===== config.mk =====
export PLATFORM = sky130hd
export DESIGN_NAME = vga_timing_gen
export DESIGN_NICKNAME = d
export VERILOG_FILES = /design/src/rtl/vga_timing_pkg.sv /design/src/rtl/vga_axis_counter.sv /design/src/rtl/vga_timing_gen.sv
export SDC_FILE = /design/constraint.sdc
export NUM_CORES = 1
export LEC_CHECK = 0
export CAP_MARGIN = 20
export CORE_MARGIN = 2
export CORE_UTILIZATION = 51
export CTS_BUF_LIST = sky130_fd_sc_hd__clkbuf_8 sky130_fd_sc_hd__clkbuf_16
export DETAILED_ROUTE_END_ITERATION = 12
export PLACE_DENSITY = 0.78
export SLEW_MARGIN = 30
export SYNTH_ARGS = -nofsm -noshare
export SYNTH_HDL_FRONTEND = slang
export SYNTH_SLANG_ARGS = --single-unit

===== constraint.sdc =====
create_clock -name CLK -period 2.5 [get_ports CLK]
set_input_delay 0.25 -clock CLK [delete_from_list [all_inputs] [get_ports CLK]]
set_output_delay 0.25 -clock CLK [all_outputs]
set_load 0.01 [all_outputs]

===== src/rtl/vga_timing_pkg.sv =====
// Shared VGA timing constants (640x480@60 defaults) and elaboration helpers
// used by the raster timing generator and its per-axis counters.
package vga_timing_pkg;

    localparam int DEF_H_ACTIVE = 640;
    localparam int DEF_H_FP     = 16;
    localparam int DEF_H_SYNC   = 96;
    localparam int DEF_H_BP     = 48;
    localparam int DEF_V_ACTIVE = 480;
    localparam int DEF_V_FP     = 10;
    localparam int DEF_V_SYNC   = 2;
    localparam int DEF_V_BP     = 33;

    function automatic int axis_total(input int active, input int fp, input int sync, input int bp);
        return active + fp + sync + bp;
    endfunction

    // Smallest coordinate width able to hold 0..max(total)-1 on both axes.
    function automatic int min_cw(input int h_total, input int v_total);
        int m;
        m = (h_total > v_total) ? h_total : v_total;
        return $clog2(m);
    endfunction

endpackage


===== src/rtl/vga_axis_counter.sv =====
// One raster axis: wrapping position counter with registered sync and
// active-region decode that always match the current coordinate.
module vga_axis_counter
    import vga_timing_pkg::*;
#(
    parameter int ACTIVE = DEF_H_ACTIVE,
    parameter int FP     = DEF_H_FP,
    parameter int SYNC   = DEF_H_SYNC,
    parameter int BP     = DEF_H_BP,
    parameter bit POS    = 1'b0,
    parameter int CW     = 10
) (
    input  logic          clk,
    input  logic          aclr,
    input  logic          step,
    output logic [CW-1:0] coord,
    output logic          sync,
    output logic          active,
    output logic          last
);

    localparam int TOTAL = axis_total(ACTIVE, FP, SYNC, BP);
    localparam logic [CW-1:0] LAST_C  = CW'(TOTAL - 1);
    localparam logic [CW-1:0] SYNC_LO = CW'(ACTIVE + FP);
    localparam logic [CW-1:0] SYNC_HI = CW'(ACTIVE + FP + SYNC - 1);
    localparam logic [CW-1:0] ACT_END = CW'(ACTIVE);

    logic [CW-1:0] nxt;
    logic          nxt_in_sync;

    assign last = (coord == LAST_C);

    // Decode from the next coordinate so the flopped sync/active line up with coord.
    always_comb begin
        nxt = coord;
        if (step) begin
            nxt = last ? '0 : coord + 1'b1;
        end
        nxt_in_sync = (nxt >= SYNC_LO) && (nxt <= SYNC_HI);
    end

    always_ff @(posedge clk or posedge aclr) begin
        if (aclr) begin
            coord  <= '0;
            sync   <= ~POS;
            active <= 1'b1;
        end else begin
            coord  <= nxt;
            sync   <= ~(nxt_in_sync ^ POS);
            active <= (nxt < ACT_END);
        end
    end

endmodule


===== src/rtl/vga_timing_gen.sv =====
// Parametrised VGA raster timing generator: pixel-clock divider, chained
// horizontal/vertical axis counters, display enable and start-of-frame pulse.
module vga_timing_gen
    import vga_timing_pkg::*;
#(
    parameter int H_ACTIVE = DEF_H_ACTIVE,
    parameter int H_FP     = DEF_H_FP,
    parameter int H_SYNC   = DEF_H_SYNC,
    parameter int H_BP     = DEF_H_BP,
    parameter int V_ACTIVE = DEF_V_ACTIVE,
    parameter int V_FP     = DEF_V_FP,
    parameter int V_SYNC   = DEF_V_SYNC,
    parameter int V_BP     = DEF_V_BP,
    parameter bit HS_POS   = 1'b0,
    parameter bit VS_POS   = 1'b0,
    parameter int CLK_DIV  = 1,
    parameter int CW       = 10
) (
    input  logic          CLK,
    input  logic          aclr_i,
    input  logic          run_i,
    output logic          pix_tick_o,
    output logic [CW-1:0] HCOORD,
    output logic [CW-1:0] VCOORD,
    output logic          HSYNC,
    output logic          VSYNC,
    output logic          DE,
    output logic          Hrollover_o,
    output logic          Vrollover_o,
    output logic          sof_o
);

    localparam int H_TOTAL = axis_total(H_ACTIVE, H_FP, H_SYNC, H_BP);
    localparam int V_TOTAL = axis_total(V_ACTIVE, V_FP, V_SYNC, V_BP);
    localparam int DW      = (CLK_DIV > 1) ? $clog2(CLK_DIV) : 1;
    localparam logic [DW-1:0] DIV_LAST = DW'(CLK_DIV - 1);

    if (CLK_DIV < 1) begin : g_bad_div
        $error("vga_timing_gen: CLK_DIV must be at least 1");
    end
    if (H_ACTIVE < 1 || H_FP < 1 || H_SYNC < 1 || H_BP < 1 ||
        V_ACTIVE < 1 || V_FP < 1 || V_SYNC < 1 || V_BP < 1) begin : g_bad_width
        $error("vga_timing_gen: every porch/sync/active width must be at least 1");
    end
    if (min_cw(H_TOTAL, V_TOTAL) > CW) begin : g_bad_cw
        $error("vga_timing_gen: CW too small for the line/frame totals");
    end

    logic [DW-1:0] div;
    logic          h_last;
    logic          v_last;
    logic          h_active;
    logic          v_active;

    assign pix_tick_o  = run_i && (div == DIV_LAST);
    assign Hrollover_o = pix_tick_o && h_last;
    assign Vrollover_o = Hrollover_o && v_last;
    assign DE          = h_active && v_active;

    always_ff @(posedge CLK or posedge aclr_i) begin
        if (aclr_i) begin
            div <= '0;
        end else if (run_i) begin
            div <= (div == DIV_LAST) ? '0 : div + 1'b1;
        end
    end

    // Vrollover_o already reads 0 while paused, so sof_o stays a single-cycle pulse.
    always_ff @(posedge CLK or posedge aclr_i) begin
        if (aclr_i) begin
            sof_o <= 1'b0;
        end else begin
            sof_o <= Vrollover_o;
        end
    end

    vga_axis_counter #(
        .ACTIVE (H_ACTIVE),
        .FP     (H_FP),
        .SYNC   (H_SYNC),
        .BP     (H_BP),
        .POS    (HS_POS),
        .CW     (CW)
    ) u_h (
        .clk    (CLK),
        .aclr   (aclr_i),
        .step   (pix_tick_o),
        .coord  (HCOORD),
        .sync   (HSYNC),
        .active (h_active),
        .last   (h_last)
    );

    vga_axis_counter #(
        .ACTIVE (V_ACTIVE),
        .FP     (V_FP),
        .SYNC   (V_SYNC),
        .BP     (V_BP),
        .POS    (VS_POS),
        .CW     (CW)
    ) u_v (
        .clk    (CLK),
        .aclr   (aclr_i),
        .step   (Hrollover_o),
        .coord  (VCOORD),
        .sync   (VSYNC),
        .active (v_active),
        .last   (v_last)
    );

endmodule


==> impl_results.html <==
<table>
<tr><th>Metric</th><th>Value</th></tr>
<tr><th colspan="2">Global route</th></tr>
<tr><td>Remaining global-route overflow</td><td>0</td></tr>
<tr><td>Total track usage</td><td>0.232</td></tr>
<tr><td>Pin count of the biggest net entering global routing</td><td>26</td></tr>
<tr><td>Initial antenna violation count</td><td>0</td></tr>
<tr><td>Wire length of the first global-routing pass</td><td>6190 µm</td></tr>
<tr><td>Number of global-route vias before repair</td><td>1389</td></tr>
<tr><th colspan="2">Die</th></tr>
<tr><td>Number of top-level pins</td><td>30</td></tr>
<tr><td>FP Rows</td><td>19</td></tr>
<tr><td>Width of the chip</td><td>58.3 µm</td></tr>
<tr><td>Die outline height</td><td>58.3 µm</td></tr>
<tr><td>Area of the die</td><td>0.00340 mm²</td></tr>
<tr><td>Effective utilization at floorplan</td><td>0.541</td></tr>
<tr><td>Placeable core region</td><td>0.00278 mm²</td></tr>
<tr><th colspan="2">Place</th></tr>
<tr><td>Half-perimeter wire length after placement</td><td>2610 µm</td></tr>
<tr><td>Routability-driven placement congestion ratio</td><td>0.893</td></tr>
<tr><td>Number of I/O port buffers</td><td>29</td></tr>
<tr><th colspan="2">Worst setup path</th></tr>
<tr><td>Startpoint Class</td><td>flop</td></tr>
<tr><td>CP Max Fanout</td><td>3</td></tr>
<tr><td>Worst Path Arrival</td><td>2.04 ns</td></tr>
<tr><td>Critical Path RT</td><td>2.25 ns</td></tr>
<tr><td>Crit end category</td><td>primary output</td></tr>
<tr><td>Critical path start-end classification</td><td>flop to primary output</td></tr>
<tr><td>Critical Path Source</td><td>u_h.coord[5]$_DFF_PP0_</td></tr>
<tr><td>Reg-to-reg critical path startpoint</td><td>u_h.coord[5]$_DFF_PP0_</td></tr>
<tr><th colspan="2">Routing</th></tr>
<tr><td>Vias</td><td>1381</td></tr>
<tr><td>Post-detailed-route count of antenna-violating nets</td><td>0</td></tr>
<tr><td>DRC viols</td><td>0</td></tr>
<tr><td>Routed length per instance</td><td>15.2 µm</td></tr>
<tr><td>Vias/cell</td><td>5.95</td></tr>
<tr><td>Drt total wl</td><td>3530 µm</td></tr>
<tr><td>Detailed-router iteration count before antenna repair</td><td>4</td></tr>
<tr><td>Number of DRC violations after detailed-routing iteration 0</td><td>60</td></tr>
<tr><th colspan="2">Pwr</th></tr>
<tr><td>Power density of the placed cells</td><td>536 mW/mm²</td></tr>
<tr><td>Overall power consumption</td><td>0.00101 W</td></tr>
<tr><td>IR drop worst, VDD</td><td>0.605 mV</td></tr>
<tr><td>Static leakage power</td><td>0.755 nW</td></tr>
<tr><th colspan="2">STA</th></tr>
<tr><td>Final Max Tran Viols</td><td>0</td></tr>
<tr><td>Highest achievable clock rate</td><td>436 MHz</td></tr>
<tr><td>Unrepaired setup endpoints after global routing</td><td>no</td></tr>
<tr><td>Worst slew margin relative to its limit</td><td>0.761</td></tr>
<tr><td>Post-layout min period</td><td>2.29 ns</td></tr>
<tr><td>Number of failing setup endpoints in the final timing report</td><td>0</td></tr>
<tr><td>Fraction of the cycle the final worst path needs</td><td>0.917</td></tr>
<tr><td>Setup total negative slack</td><td>0 ns</td></tr>
<tr><td>Slew of the pin with the lowest slew margin</td><td>0.359 ns</td></tr>
<tr><td>Worst setup skew after layout</td><td>0.0107 ns</td></tr>
<tr><td>Hold Vio Cnt, Final</td><td>0</td></tr>
<tr><th colspan="2">Min path</th></tr>
<tr><td>Worst hold path type</td><td>input pin to async pin</td></tr>
<tr><th colspan="2">Clock network</th></tr>
<tr><td>Maximum buffer depth of the clock tree</td><td>2</td></tr>
<tr><td>Clock root buffer</td><td>sky130_fd_sc_hd__clkbuf_8</td></tr>
<tr><td>Total clock buffers created by CTS</td><td>3</td></tr>
<tr><td>Depth of the CTS H-tree</td><td>1</td></tr>
<tr><td>Clock tree from TritonCTS</td><td>done</td></tr>
<tr><td>Clk pin slew, worst setup/hold paths</td><td>0.09 ns</td></tr>
<tr><td>Clock latency on the worst-skew pair</td><td>0.27 ns</td></tr>
<tr><td>Clk sink count</td><td>25</td></tr>
<tr><th colspan="2">Layout</th></tr>
<tr><td>Synthesis-to-finish area growth</td><td>24.9%</td></tr>
<tr><td>Layout net count</td><td>208</td></tr>
<tr><td>Antenna cell count</td><td>0</td></tr>
<tr><td>Fraction of layout cells with a size suffix above 1</td><td>0.124</td></tr>
<tr><td>Final Util</td><td>0.676</td></tr>
<tr><th colspan="2">Synth</th></tr>
<tr><td>Avg Cell Area, Syn</td><td>9.01 µm²</td></tr>
<tr><td>Share of synthesized area occupied by flip-flops and latches</td><td>0.419</td></tr>
<tr><td>Post-synthesis cell area</td><td>0.00151 mm²</td></tr>
<tr><td>Flip-flop and latch count after synthesis</td><td>25</td></tr>
<tr><td>Syn_nets</td><td>173</td></tr>
<tr><td>Proportion of register bits with asynchronous set or reset after synthesis</td><td>1.00</td></tr>
<tr><td>Unique masters post-synth</td><td>43</td></tr>
<tr><td>Number of enable-type register cells in the synthesized netlist</td><td>0</td></tr>
<tr><td>Predominant post-synthesis flop cell</td><td>sky130_fd_sc_hd__dfrtp_1</td></tr>
<tr><td>YS warnings</td><td>0</td></tr>
<tr><td>Syn Inst Count</td><td>167</td></tr>
<tr><th colspan="2">Job</th></tr>
<tr><td>Number of violations of the max-capacitance limit</td><td>0</td></tr>
<tr><th colspan="2">Outcome</th></tr>
<tr><td>Status</td><td>finished, final reports clean</td></tr>
</table>
layout by cell type (no fill, tap or decap), drive strengths merged, types with 9 or more instances in the layout:
master,Yosys,routed
dfrtp,21,21
nand3,13,13
xnor2,10,10
nor2,12,12
clkdlybuf4s50,0,27
nand2,24,24
o21ai,10,10
buf,4,10
inv,8,9
flip-flops by register name (all words and copies together), names as in the netlist:
signal      cells
u_v.sync        1
u_h.active      1
u_h.sync        1
u_v.coord      10
u_v.active      1
u_h.coord      10
sof_o           1
synth_stat cells, types with 2 or more instances:
| cell type | count | area share |
|---|---|---|
| sky130_fd_sc_hd__a21oi_1 | 5 | 0.017 |
| sky130_fd_sc_hd__or4_1 | 2 | 0.010 |
| sky130_fd_sc_hd__o31ai_1 | 2 | 0.010 |
| sky130_fd_sc_hd__dfrtp_1 | 21 | 0.35 |
| sky130_fd_sc_hd__nand2_1 | 24 | 0.060 |
| sky130_fd_sc_hd__nor3_1 | 5 | 0.017 |
| sky130_fd_sc_hd__a31oi_1 | 3 | 0.012 |
| sky130_fd_sc_hd__nand3_1 | 12 | 0.040 |
| sky130_fd_sc_hd__nor2_1 | 12 | 0.030 |
| sky130_fd_sc_hd__buf_6 | 3 | 0.022 |
| sky130_fd_sc_hd__and2_1 | 5 | 0.021 |
| sky130_fd_sc_hd__clkbuf_1 | 3 | 0.0075 |
| sky130_fd_sc_hd__mux2i_1 | 2 | 0.013 |
| sky130_fd_sc_hd__xor2_1 | 4 | 0.023 |
| sky130_fd_sc_hd__nor4_1 | 2 | 0.0083 |
| sky130_fd_sc_hd__inv_1 | 7 | 0.017 |
| sky130_fd_sc_hd__xnor2_1 | 10 | 0.058 |
| sky130_fd_sc_hd__ha_1 | 3 | 0.025 |
| sky130_fd_sc_hd__or3_1 | 2 | 0.0083 |
| sky130_fd_sc_hd__dfstp_2 | 4 | 0.070 |
| sky130_fd_sc_hd__nand4_1 | 6 | 0.025 |
| sky130_fd_sc_hd__o21ai_0 | 9 | 0.030 |
worst max-delay path: stages, from the launching register on:
cell and delay, ns:
sky130_fd_sc_hd__dfrtp_1 0.39, sky130_fd_sc_hd__or4b_4 0.58, sky130_fd_sc_hd__or3_4 0.40, sky130_fd_sc_hd__nor2_1 0.12, sky130_fd_sc_hd__dlygate4sd2_1 0.28
final cells by class:
type,instances,area [µm²]
clock buffer,3,41.3
fill,226,901
sequential,25,631
timing repair buffer,39,363
multi-input combinational,125,773
tap,31,38.8
clock inverter,1,3.75
inverter,8,30.0
through the flow:
stage | instance area, µm² | cells | setup slack [ns] | hold slack, ns
after global routing | 1880 | 232 | 0.0959 | 0.359
after global placement | 1830 | 227 | 0.214 | 0.513
after CTS | 1880 | 232 | 0.204 | 0.327
after floorplan | 1510 | 167 | 0.241 | 0.274
final | 1880 | 232 | 0.206 | 0.311
after detailed placement | 1830 | 227 | 0.195 | 0.531
cell families (layout without fill, tap and decap cells):
logic type               after synthesis  in the layout  synth area share
AO/OA/AOI/OAI                         27             27             0.110
XOR/XNOR                              14             14            0.0815
adder cells (fa/ha/maj)                3              3            0.0249
buffers and inverters                 17             51            0.0707
flip-flops                            25             25             0.419
multiplexers                           2              2            0.0133
AND/OR/NAND/NOR                       79             79             0.281
routing by layer:
metal	vias to the layer above	share of wire	track usage
li1	650	-	-
met1	664	0.42	0.302
met2	60	0.49	0.392
met3	7	0.073	0.0462
met4	0	0.012	0.0664
met5	-	0	0
power by group:
part | internal, W | switching, W | total (W)
clock network | 0.000110 | 0.000128 | 0.000238
registers | 0.000442 | 0.0000469 | 0.000489
logic | 0.000132 | 0.000148 | 0.000280
worst paths after layout:
path | end | slack [ns] | cells past startpoint
setup / recovery | Vrollover_o | 0.21 | 4
setup reg to reg | u_v.sync$_DFF_PP1_ | 0.27 | 6
hold reg to reg | u_h.active$_DFF_PP1_ | 0.54 | 1
max in group asynchronous | u_h.active$_DFF_PP1_ | 1.89 | 3
hold / removal | u_v.coord[0]$_DFF_PP0_ | 0.31 | 3
min in group CLK | u_h.active$_DFF_PP1_ | 0.54 | 1
repair_timing:
action / 4_1_cts / 5_1_grt
endpoints found under the hold margin: 0 / 0
endpoints found under the setup margin: 2 / 0
buffers inserted: 1 / 0
hold buffers: 0 / 0
resized for setup: 3 / 0
Note: power is estimated with default switching activity, not from simulation.
